## config.mk

```make
export PLATFORM = sky130hd
export DESIGN_NAME = hpu_task_dispatcher_flat
export DESIGN_NICKNAME = d
export VERILOG_FILES = /design/src/rtl/hpu_task_dispatcher_pkg.sv /design/src/rtl/hpu_task_dispatcher_if.sv /design/src/rtl/hpu_task_dispatcher_rr.sv /design/src/rtl/hpu_task_dispatcher.sv /design/src/flat_wrapper.sv
export SDC_FILE = /design/constraint.sdc
export NUM_CORES = 1
export LEC_CHECK = 0
export BUFFER_PORTS_ARGS = -buffer_cell sky130_fd_sc_hd__buf_2
export CAP_MARGIN = 20
export CORE_AREA = 2 2 269 271
export DETAILED_ROUTE_END_ITERATION = 16
export DIE_AREA = 0 0 271 273
export HOLD_SLACK_MARGIN = 0.1
export PLACE_DENSITY_LB_ADDON = 0.12
export SETUP_SLACK_MARGIN = 0.2
export SLEW_MARGIN = 0
export SYNTH_ARGS = -nofsm -noshare
export SYNTH_HDL_FRONTEND = slang
export SYNTH_SLANG_ARGS = --single-unit
```

## constraint.sdc

```tcl
create_clock -name clk_i -period 9.02 [get_ports clk_i]
set_input_delay 0.451 -clock clk_i [delete_from_list [all_inputs] [get_ports clk_i]]
set_output_delay 0.451 -clock clk_i [all_outputs]
set_load 0.01 [all_outputs]
```

## src/rtl/hpu_task_dispatcher_pkg.sv

```systemverilog
// Shared types and the round-robin search helper for the HPU task dispatcher.
// Descriptor layouts are defined here so the scheduler and the frontends share one definition.
package hpu_dispatch_pkg;

    localparam int unsigned MaxHpus = 64;

    typedef enum logic {
        Empty = 1'b0,
        Full  = 1'b1
    } dispatch_state_e;

    typedef struct packed {
        logic [31:0] handler_fun;
        logic [15:0] msgid;
        logic [31:0] pkt_ptr;
    } hpu_handler_task_t;

    typedef struct packed {
        logic [15:0] msgid;
        logic [31:0] pkt_ptr;
    } task_feedback_descr_t;

    typedef struct packed {
        logic       found;
        logic [5:0] idx;
    } rr_pick_t;

    // Scans num entries of mask starting at ptr, wrapping at num; returns the first set index.
    function automatic rr_pick_t rr_next_eligible(input logic [MaxHpus-1:0] mask,
                                                  input int unsigned ptr,
                                                  input int unsigned num);
        rr_pick_t    pick;
        int unsigned cand;
        logic [5:0]  cand_idx;
        pick = '0;
        for (int unsigned k = 0; k < MaxHpus; k++) begin
            cand = ptr + k;
            if (cand >= num) cand = cand - num;
            cand_idx = 6'(cand);
            if (k < num && !pick.found && mask[cand_idx]) begin
                pick.found = 1'b1;
                pick.idx   = cand_idx;
            end
        end
        return pick;
    endfunction

endpackage

```

## src/rtl/hpu_task_dispatcher_if.sv

```systemverilog
// Scheduler-side and HPU-side task/feedback streams of the dispatcher.
// master = dispatcher view, slave = scheduler plus frontends view.
interface hpu_task_dispatcher_if
    import hpu_dispatch_pkg::*;
#(
    parameter int unsigned NUM_HPUS = 8
);
    logic                                        task_valid_i;
    logic                                        task_ready_o;
    hpu_handler_task_t                           task_i;
    logic                 [NUM_HPUS-1:0]         hpu_active_i;
    logic                 [NUM_HPUS-1:0]         hpu_task_valid_o;
    logic                 [NUM_HPUS-1:0]         hpu_task_ready_i;
    hpu_handler_task_t                           hpu_task_o;
    logic                 [NUM_HPUS-1:0]         hpu_feedback_valid_i;
    logic                 [NUM_HPUS-1:0]         hpu_feedback_ready_o;
    task_feedback_descr_t [NUM_HPUS-1:0]         hpu_feedback_i;
    logic                                        feedback_valid_o;
    logic                                        feedback_ready_i;
    task_feedback_descr_t                        feedback_o;

    modport master (
        input  task_valid_i, task_i, hpu_active_i, hpu_task_ready_i,
               hpu_feedback_valid_i, hpu_feedback_i, feedback_ready_i,
        output task_ready_o, hpu_task_valid_o, hpu_task_o,
               hpu_feedback_ready_o, feedback_valid_o, feedback_o
    );

    modport slave (
        output task_valid_i, task_i, hpu_active_i, hpu_task_ready_i,
               hpu_feedback_valid_i, hpu_feedback_i, feedback_ready_i,
        input  task_ready_o, hpu_task_valid_o, hpu_task_o,
               hpu_feedback_ready_o, feedback_valid_o, feedback_o
    );
endinterface

```

## src/rtl/hpu_task_dispatcher_rr.sv

```systemverilog
// Round-robin picker: first requester at or after the pointer; once offered with i_enable
// the choice is held until i_ack, which also moves the pointer just past the winner.
module hpu_rr_select
    import hpu_dispatch_pkg::*;
#(
    parameter  int unsigned NUM_HPUS = 8,
    localparam int unsigned IdxWidth = $clog2(NUM_HPUS)
) (
    input  logic                clk_i,
    input  logic                rst_ni,
    input  logic [NUM_HPUS-1:0] i_req,
    input  logic                i_enable,
    input  logic                i_ack,
    output logic                o_valid,
    output logic [IdxWidth-1:0] o_idx
);
    logic [IdxWidth-1:0] r_ptr;
    logic [IdxWidth-1:0] r_lock_idx;
    logic                r_locked;
    rr_pick_t            w_pick;

    always_comb begin
        w_pick  = rr_next_eligible(MaxHpus'(i_req), 32'(r_ptr), NUM_HPUS);
        o_valid = w_pick.found;
        o_idx   = IdxWidth'(w_pick.idx);
        if (r_locked) begin
            o_valid = 1'b1;
            o_idx   = r_lock_idx;
        end
    end

    always_ff @(posedge clk_i or negedge rst_ni) begin
        if (!rst_ni) begin
            r_ptr      <= '0;
            r_lock_idx <= '0;
            r_locked   <= 1'b0;
        end else if (i_ack) begin
            r_locked <= 1'b0;
            r_ptr    <= (o_idx == IdxWidth'(NUM_HPUS - 1)) ? '0 : o_idx + 1'b1;
        end else if (o_valid && i_enable) begin
            r_locked   <= 1'b1;
            r_lock_idx <= o_idx;
        end
    end
endmodule

```

## src/rtl/hpu_task_dispatcher.sv

```systemverilog
// Dispatches scheduler tasks to idle active HPU frontends and merges their feedback.
// Optional statistics counter on tasks_dispatched_o is built when HPU_DISPATCH_STATS_EN is defined.
module hpu_task_dispatcher
    import hpu_dispatch_pkg::*;
#(
    parameter  int unsigned NUM_HPUS = 8,
    localparam int unsigned IdxWidth = $clog2(NUM_HPUS)
) (
    input  logic                  clk_i,
    input  logic                  rst_ni,
    hpu_task_dispatcher_if.master bus,
    output logic [NUM_HPUS-1:0]   busy_o,
    output logic [IdxWidth:0]     num_busy_o,
    output logic [31:0]           tasks_dispatched_o,
    output dispatch_state_e       dbg_state_o
);
    // Every stream transfers on a cycle where valid && ready; valid never waits on ready,
    // and an offered payload and target stay stable until that transfer.
    dispatch_state_e      r_state, w_state_next;
    hpu_handler_task_t    r_task;
    logic [NUM_HPUS-1:0]  r_busy;
    logic [IdxWidth:0]    r_num_busy;
    logic                 r_fb_valid;
    task_feedback_descr_t r_fb;

    logic [NUM_HPUS-1:0]  w_eligible, w_task_onehot, w_fb_onehot;
    logic [NUM_HPUS-1:0]  w_busy_set, w_busy_clr, w_busy_next;
    logic [IdxWidth-1:0]  w_task_idx, w_fb_idx;
    logic                 w_task_sel_valid, w_fb_sel_valid;
    logic                 w_dispatch_hs, w_task_load, w_fb_hs, w_fb_can_accept;

    assign w_eligible = bus.hpu_active_i & ~r_busy;

    hpu_rr_select #(.NUM_HPUS(NUM_HPUS)) u_task_rr (
        .clk_i    (clk_i),
        .rst_ni   (rst_ni),
        .i_req    (w_eligible),
        .i_enable (r_state == Full),
        .i_ack    (w_dispatch_hs),
        .o_valid  (w_task_sel_valid),
        .o_idx    (w_task_idx)
    );

    assign w_task_onehot        = w_task_sel_valid ? (NUM_HPUS'(1) << w_task_idx) : '0;
    assign bus.hpu_task_valid_o = (r_state == Full) ? w_task_onehot : '0;
    assign bus.hpu_task_o       = r_task;
    assign w_dispatch_hs        = |(bus.hpu_task_valid_o & bus.hpu_task_ready_i);

    always_comb begin
        w_state_next     = r_state;
        bus.task_ready_o = 1'b0;
        case (r_state)
            Empty: begin
                bus.task_ready_o = 1'b1;
                if (bus.task_valid_i) w_state_next = Full;
            end
            Full: begin
                bus.task_ready_o = w_dispatch_hs;
                if (w_dispatch_hs && !bus.task_valid_i) w_state_next = Empty;
            end
            default: w_state_next = Empty;
        endcase
    end

    assign w_task_load = bus.task_valid_i && bus.task_ready_o;

    // The single-entry feedback buffer accepts whenever it is empty or being drained.
    assign w_fb_can_accept = !r_fb_valid || bus.feedback_ready_i;

    hpu_rr_select #(.NUM_HPUS(NUM_HPUS)) u_fb_rr (
        .clk_i    (clk_i),
        .rst_ni   (rst_ni),
        .i_req    (bus.hpu_feedback_valid_i),
        .i_enable (w_fb_can_accept),
        .i_ack    (w_fb_hs),
        .o_valid  (w_fb_sel_valid),
        .o_idx    (w_fb_idx)
    );

    assign w_fb_onehot              = w_fb_sel_valid ? (NUM_HPUS'(1) << w_fb_idx) : '0;
    assign bus.hpu_feedback_ready_o = w_fb_can_accept ? w_fb_onehot : '0;
    assign w_fb_hs                  = |(bus.hpu_feedback_ready_o & bus.hpu_feedback_valid_i);
    assign bus.feedback_valid_o     = r_fb_valid;
    assign bus.feedback_o           = r_fb;

    assign w_busy_set  = w_dispatch_hs ? bus.hpu_task_valid_o : '0;
    assign w_busy_clr  = w_fb_hs ? bus.hpu_feedback_ready_o : '0;
    assign w_busy_next = (r_busy & ~w_busy_clr) | w_busy_set;

    always_ff @(posedge clk_i or negedge rst_ni) begin
        if (!rst_ni) begin
            r_state    <= Empty;
            r_task     <= '0;
            r_busy     <= '0;
            r_num_busy <= '0;
            r_fb_valid <= 1'b0;
            r_fb       <= '0;
        end else begin
            r_state    <= w_state_next;
            r_busy     <= w_busy_next;
            r_num_busy <= (IdxWidth + 1)'($countones(w_busy_next));
            if (w_task_load) r_task <= bus.task_i;
            if (w_fb_hs) begin
                r_fb_valid <= 1'b1;
                r_fb       <= bus.hpu_feedback_i[w_fb_idx];
            end else if (bus.feedback_ready_i) begin
                r_fb_valid <= 1'b0;
            end
        end
    end

    assign busy_o      = r_busy;
    assign num_busy_o  = r_num_busy;
    assign dbg_state_o = r_state;

`ifdef HPU_DISPATCH_STATS_EN
    logic [31:0] r_tasks_dispatched;
    always_ff @(posedge clk_i or negedge rst_ni) begin
        if (!rst_ni)            r_tasks_dispatched <= '0;
        else if (w_dispatch_hs) r_tasks_dispatched <= r_tasks_dispatched + 32'd1;
    end
    assign tasks_dispatched_o = r_tasks_dispatched;
`else
    assign tasks_dispatched_o = '0;
`endif
endmodule

```

## src/flat_wrapper.sv

```systemverilog
// flat-port wrapper written by rule: the top's interface ports become plain ports
module hpu_task_dispatcher_flat import hpu_dispatch_pkg::*;
#(
    parameter  int unsigned NUM_HPUS = 8,
    localparam int unsigned IdxWidth = $clog2(NUM_HPUS)
)
  (clk_i, rst_ni, busy_o, num_busy_o, tasks_dispatched_o, dbg_state_o, bus_task_valid_i, bus_task_i, bus_hpu_active_i, bus_hpu_task_ready_i, bus_hpu_feedback_valid_i, bus_hpu_feedback_i, bus_feedback_ready_i, bus_task_ready_o, bus_hpu_task_valid_o, bus_hpu_task_o, bus_hpu_feedback_ready_o, bus_feedback_valid_o, bus_feedback_o);
  hpu_task_dispatcher_if #(.NUM_HPUS(NUM_HPUS)) bus_i ();
  input  logic clk_i;
  input  logic rst_ni;
  output logic [NUM_HPUS-1:0] busy_o;
  output logic [IdxWidth:0] num_busy_o;
  output logic [31:0] tasks_dispatched_o;
  output dispatch_state_e dbg_state_o;
  input wire logic [$bits(bus_i.task_valid_i)-1:0] bus_task_valid_i;
  input wire logic [$bits(bus_i.task_i)-1:0] bus_task_i;
  input wire logic [$bits(bus_i.hpu_active_i)-1:0] bus_hpu_active_i;
  input wire logic [$bits(bus_i.hpu_task_ready_i)-1:0] bus_hpu_task_ready_i;
  input wire logic [$bits(bus_i.hpu_feedback_valid_i)-1:0] bus_hpu_feedback_valid_i;
  input wire logic [$bits(bus_i.hpu_feedback_i)-1:0] bus_hpu_feedback_i;
  input wire logic [$bits(bus_i.feedback_ready_i)-1:0] bus_feedback_ready_i;
  output wire logic [$bits(bus_i.task_ready_o)-1:0] bus_task_ready_o;
  output wire logic [$bits(bus_i.hpu_task_valid_o)-1:0] bus_hpu_task_valid_o;
  output wire logic [$bits(bus_i.hpu_task_o)-1:0] bus_hpu_task_o;
  output wire logic [$bits(bus_i.hpu_feedback_ready_o)-1:0] bus_hpu_feedback_ready_o;
  output wire logic [$bits(bus_i.feedback_valid_o)-1:0] bus_feedback_valid_o;
  output wire logic [$bits(bus_i.feedback_o)-1:0] bus_feedback_o;
  assign bus_i.task_valid_i = bus_task_valid_i;
  assign bus_i.task_i = bus_task_i;
  assign bus_i.hpu_active_i = bus_hpu_active_i;
  assign bus_i.hpu_task_ready_i = bus_hpu_task_ready_i;
  assign bus_i.hpu_feedback_valid_i = bus_hpu_feedback_valid_i;
  assign bus_i.hpu_feedback_i = bus_hpu_feedback_i;
  assign bus_i.feedback_ready_i = bus_feedback_ready_i;
  assign bus_task_ready_o = bus_i.task_ready_o;
  assign bus_hpu_task_valid_o = bus_i.hpu_task_valid_o;
  assign bus_hpu_task_o = bus_i.hpu_task_o;
  assign bus_hpu_feedback_ready_o = bus_i.hpu_feedback_ready_o;
  assign bus_feedback_valid_o = bus_i.feedback_valid_o;
  assign bus_feedback_o = bus_i.feedback_o;
  hpu_task_dispatcher #(.NUM_HPUS(NUM_HPUS)) u_core (.clk_i(clk_i), .rst_ni(rst_ni), .bus(bus_i), .busy_o(busy_o), .num_busy_o(num_busy_o), .tasks_dispatched_o(tasks_dispatched_o), .dbg_state_o(dbg_state_o));
endmodule
```

[Word-level counts from Yosys, hierarchy flattened]
Cells that the tools add are included.
Word-level totals
  flip-flop bits (word level): 156
  input port bits: 492
  output and inout bits: 191
  logic and storage cells: 231
Cells by class
  add/subtract/negate cells: 39
  order comparisons: 33
  equal/unequal tests: 2
  shift operators: 2
  muxes and demuxes: 88
  bitwise operators: 10
  reductions and logical operators: 42
Operators with widths (number)
  48-bit binary-select mux with 3-bit select: 1
  6-bit by 7-bit < comparator with 1-bit output (second input constant): 16
  7-bit 2-to-1 mux: 16
  1-bit binary-select mux with 6-bit select: 16
  6-bit 2-to-1 mux: 16
  4-bit by 4-bit subtractor with 5-bit output (second input constant): 14
  4-bit >= comparator (second input constant): 14
  48-bit 2-to-1 mux: 1
  8-bit 2-to-1 mux: 6
  3-bit by 3-bit adder with 4-bit output (second input constant): 8
  8-bit AND: 4
  1-bit 2-to-1 mux: 26
  1-bit logical AND: 18
  3-bit by 2-bit adder with 4-bit output (second input constant): 4
  1-bit logical NOT: 16
  8-bit NOT: 2
  8-bit OR reduction: 2
  1-bit by 3-bit << shifter with 8-bit output (first input constant): 2
  4-bit adder: 3
  3-bit 2-to-1 mux: 4
  3-bit by 4-bit subtractor with 5-bit output (second input constant): 2
  1-bit by 1-bit adder with 2-bit output: 4
  3-bit by 1-bit adder with 4-bit output (second input constant): 2
  3-bit by 4-bit >= comparator with 1-bit output (second input constant): 2
  9 further kinds: 17

[Logic depth before layout (Yosys ltp)]
  depth after elaboration: 39
  depth in mapped cells: 32
  gate-level depth less buffers: 27

[By module]
Synthesis repeated with hierarchy kept, for this count alone.
Unflattened totals
  cell total of the unflattened synthesis: 874
  area, all modules: 11872.6 um^2
Modules (own cells, without submodules)
  hpu_task_dispatcher: instances 1, cells an instance 592, area an instance 9277.6 um^2, sequential area each 3553.4 um^2
  hpu_rr_select: instances 2, cells an instance 141, area an instance 1297.5 um^2, sequential area each 175.2 um^2

[Worst setup path before layout]
Ideal clock, no wire load.
  path type: register to register
  start: register u_core.u_task_rr.r_ptr[1]
  end: register u_core.r_num_busy[2], in the netlist u_core.num_busy_o[2]
  library setup time: 135 ps
  data arrival time: 6634 ps
  required time: 8885 ps
  path slack: 2250 ps
  cell stages (with the launch flop): 27
  path buffers: 2
  clock period less this slack: 6770 ps
  cell sequence: dfrtp_1 buf_2 clkinv_1 ha_1 xnor2_1 mux4_2 and2b_4 and4_4 and2_0 o41ai_1 inv_1 ha_1 ha_1 a22oi_1 o21ai_0 a311oi_1 o221a_2 nand2_1 buf_2 a22o_1 ha_1 fa_1 inv_1 fa_1 inv_1 ha_1 fa_1
On the way
  word-level cells in the longest chain between the ends: 37
  elaborated cells between the ends (all ways): 85
  those cells by class: 22 x add/sub; 8 x order compare; 1 x shift; 37 x mux; 2 x bitwise; 15 x reduce/logical
Ends and longest elaborated chain
  start: declaration: RTL line hpu_task_dispatcher_rr.sv:17  | logic [IdxWidth-1:0] r_ptr;
  start signal: assignment: RTL line hpu_task_dispatcher_rr.sv:39  | r_ptr <= (o_idx == IdxWidth'(NUM_HPUS - 1)) ? '0 : o_idx + 1'b1;
  parallel branches: the longest is 25 deep, another holds 4-bit by 4-bit subtractor with 5-bit output
  7-bit 2-to-1 mux (*): RTL line hpu_task_dispatcher_pkg.sv:40  | if (k < num && !pick.found && mask[cand_idx]) begin
  3-bit 2-to-1 mux (*): RTL line hpu_task_dispatcher_rr.sv:26  | if (r_locked) begin
  net u_core.u_task_rr.o_idx[1]: RTL line hpu_task_dispatcher_rr.sv:15  | output logic [IdxWidth-1:0] o_idx
  1-bit by 3-bit << shifter with 8-bit output (*): RTL line hpu_task_dispatcher.sv:44  | assign w_task_onehot = w_task_sel_valid ? (NUM_HPUS'(1) << w_task_idx) : '0;
  8-bit 2-to-1 mux (*): RTL line hpu_task_dispatcher.sv:44
  8-bit 2-to-1 mux (*): RTL line hpu_task_dispatcher.sv:45  | assign bus.hpu_task_valid_o = (r_state == Full) ? w_task_onehot : '0;
  8-bit AND: RTL line hpu_task_dispatcher.sv:47  | assign w_dispatch_hs = |(bus.hpu_task_valid_o & bus.hpu_task_ready_i);
  8-bit OR reduction: RTL line hpu_task_dispatcher.sv:47
  8-bit 2-to-1 mux (*): RTL line hpu_task_dispatcher.sv:86  | assign w_busy_set = w_dispatch_hs ? bus.hpu_task_valid_o : '0;
  8-bit OR (*): RTL line hpu_task_dispatcher.sv:88  | assign w_busy_next = (r_busy & ~w_busy_clr) | w_busy_set;
  net u_core.w_busy_next[6]: RTL line hpu_task_dispatcher.sv:27  | logic [NUM_HPUS-1:0] w_busy_set, w_busy_clr, w_busy_next;
  1-bit by 1-bit adder with 2-bit output (implied by the code) (*): RTL line hpu_task_dispatcher.sv:101  | r_num_busy <= (IdxWidth + 1)'($countones(w_busy_next));
  4-bit adder (implied by the code) (*) (2 in a row): RTL line hpu_task_dispatcher.sv:101
  end signal: assignment: RTL line hpu_task_dispatcher.sv:101
  end: declaration: RTL line hpu_task_dispatcher.sv:22  | logic [IdxWidth:0] r_num_busy;
Mark *: on every way through the listed nets, which the timed path passes. The select of a mux whose other input is x is not followed.
A chain may end at the register's enable or synchronous reset.

[Worst setup path in the final report]
  start: register u_core.u_task_rr.r_ptr[0]
  end: register u_core.r_num_busy[2], in the netlist u_core.num_busy_o[2]
Same word-level chain as after synthesis.

==> run summary <==
outcome = finished clean
mean routed wirelength per cell = 22.2 um
Top FF cell, synth = dfrtp_1
WP data arrival = 8.39 ns
fraction of layout cells with a size suffix above 1 = 0.547
number of vias per cell = 4.25
Yosys top cell by area = dfrtp_1
Vias = 11300
syn avg cell area = 11.5 um^2
die area = 74000 um^2
worst skew pair latency = 0.48 ns
synthesized instance count = 1095
GPL Wtd Cong = 0.864
critical path class = reg -> reg
final worst-path cycle share = 0.893
largest fanout on the critical path = 18
Core Area = 71000 um^2
Seq/Total Area, Yosys = 0.310
initial antenna violation count = 32
Tightest Pin Transition = 1.05 ns
Hold Slack = 0.195 ns
Core Rows = 98
remaining antenna violation count after routing = 0
TritonCTS Sinks = 156
Max Cap Viol = 0
NumNets Final = 2224
number of global-route vias before repair = 11800
Worst Hold Class = in -> reg
total track usage = 0.154
Crit path top cell by count = ha_1
Leakage Power = 8.73 nW
setup TNS = 0 ns
worst vdd ir = 0.000238 V
CP max-delay cell = dfrtp_1
Initial Utilization = 0.177
top-area cell type share of the netlist area = 0.310
YS warnings = 0
Seq cells post-synth = 156
Routed Wire Length = 59300 um
Final HPWL DP = 48000 um
Max stage delay on crit path = 0.88 ns
mapped cell area = 12600 um^2
CTS Buf Count = 17
DR DRC count = 0
max-slew violation count = 0
power per cell area = 507 nW/um^2
Area contributors post-synth = dfrtp_1, mux2i_1, mux2_2
CTS clk-pin slew, worst paths = 0.09 ns
Hold Vio Cnt, Final = 0
Post-synth EDFFs = 0
commonest non-fill, non-tap cell in the layout = buf_2
area grow syn2layout = 36.3%
RSZ-0062 raised after global routing = false
CTS root buffer = clkbuf_16
crit path time final = 8.05 ns
die width = 271 um
Worst setup EP type = flip-flop
Ports = 683
hold_buf cts = 1
PostCTS Resize Cnt = 0
post-place instance area = 16500 um^2
Overflow after GRT = 0
Worst Path Required = 9.36 ns
design area = 17200 um^2
DR iter-0 viols = 704
TritonCTS clock tree = built
critical path launch point type = flip-flop
IO Port Bufs = 650
DRT Pass-1 Iters = 6
largest net degree at the start of global routing = 63
clk buf depth = 2
most frequent cells in the layout = buf_2, mux2i_1, dfrtp_1
htree depth = 4
Final Skew = 0.0232 ns
asr flop ratio synth = 1.00
synth unique cells = 83
slew margin rel. = 0.302
Post-CTS Setup Bufs = 0
first-pass GRT wire length = 82100 um
CP cell instances = inv_8, ha_1, and4bb_1, o41ai_4, a21bo_2, a21oi_1, o21ai_0, o41ai_1, inv_1, ha_1, ha_1, a22oi_1, o21ai_0, a311oi_1, o221a_2, nand2_1, a22o_1, ha_1, fa_1, inv_1, fa_1, inv_1, ha_1, fa_1
final setup fails = 0
maximum clock frequency = 124 MHz
Die H = 273 um
==> synth_stat cells (5+ instances only) <==
| cell type | instances |
|---|---|
| mux2i_1 | 218 |
| dfrtp_1 | 156 |
| mux2_2 | 107 |
| nand2_1 | 86 |
| mux2_4 | 80 |
| buf_4 | 49 |
| o221ai_1 | 48 |
| buf_2 | 29 |
| mux4_2 | 29 |
| ha_1 | 27 |
| inv_1 | 25 |
| nor2_1 | 23 |
| clkbuf_1 | 16 |
| o21ai_0 | 16 |
| a21oi_1 | 15 |
| nand2b_1 | 13 |
| nand3_1 | 11 |
| nor2b_1 | 11 |
| and2_1 | 10 |
| a22o_1 | 9 |
| and3_1 | 9 |
| buf_8 | 9 |
| a22oi_1 | 5 |
==> per-stage QoR <==
stage | power, mW | setup WS [ns] | util | std cells
after floorplan | 6.19 | 2.25 | - | 1126
after global placement | 8.09 | 1.03 | 0.233 | 2631
after detailed placement | 8.05 | 1.01 | 0.233 | 2631
after CTS | 8.90 | 0.950 | 0.242 | 2664
after global routing | 9.41 | 0.349 | 0.242 | 2669
final | 8.71 | 0.965 | 0.242 | 2669
==> power by group <==
group	switching, mW	internal, mW
sequential	0.290	1.11
combinational	3.55	2.99
clock	0.396	0.378
total	4.24	4.47
==> path summary, 6_finish.rpt <==
check	from	end	slack, ns	cells after the start
setup / recovery	u_core.u_task_rr.r_ptr[0]	u_core.num_busy_o[2]	0.97	24
hold / removal	bus_task_i[23]	u_core.bus.hpu_task_o[23]	0.20	2
hold reg to reg	u_core.bus.feedback_o[7]	u_core.bus.feedback_o[7]	0.49	2
max in group asynchronous	rst_ni	u_core.bus.hpu_task_o[19]	6.53	4
setup reg to reg	u_core.u_task_rr.r_ptr[0]	u_core.num_busy_o[2]	0.97	24
min in group asynchronous	rst_ni	u_core.bus.feedback_o[37]	0.54	2
==> final cells by class <==
cell class / count / area, um^2
diodes: 5 / 12.5
clock buffers: 17 / 425
clock inverters: 15 / 189
fillers: 7770 / 53800
inverters: 29 / 116
multi-input cells: 831 / 7960
flip-flops and latches: 156 / 3900
well taps: 950 / 1190
repair buffers: 666 / 3380
==> state kept, by name, summed over array words and instances (netlist names) <==
signal and flops:
u_core.bus.feedback_o 48, u_core.u_fb_rr.r_ptr 3, u_core.u_task_rr.r_lock_idx 3, u_core.dbg_state_o 1, u_core.u_task_rr.r_locked 1, u_core.u_fb_rr.r_lock_idx 3, u_core.u_task_rr.r_ptr 3, u_core.u_fb_rr.r_locked 1
u_core.bus.feedback_valid_o 1, u_core.busy_o 8, u_core.num_busy_o 4, u_core.bus.hpu_task_o 80
==> routing by layer <==
metal  GRT usage  up-vias  wire (um)
li1            -     5263          -
met1       0.172     5515      22600
met2       0.279      449      31500
met3      0.0468       83       3980
met4      0.0452       20       1140
met5           0        -        133
==> cell families (layout without fill, tap and decap cells) <==
family                     count (synthesis)  count (layout)  share of synthesized area
AOI/OAI and AO/OA                        140             140                     0.0891
xor gates and xnor gates                   5               5                    0.00497
adders and majority gates                 31              31                     0.0332
buffers and inverters                    139             727                     0.0703
DFF                                      156             156                      0.310
muxes                                    435             435                      0.417
other                                      1              37                   0.000298
and+or+nand+nor                          188             188                     0.0752
==> critical path, delay by kind of cell, from the launching register on <==
kind,cells,cell delay (ns)
AND/OR/NAND/NOR,2,0.60
adder cells (fa/ha/maj),8,3.00
flip-flops,1,0.88
AO/OA/AOI/OAI,10,2.96
buffers and inverters,4,0.43
(Power assumes the default switching activity.)
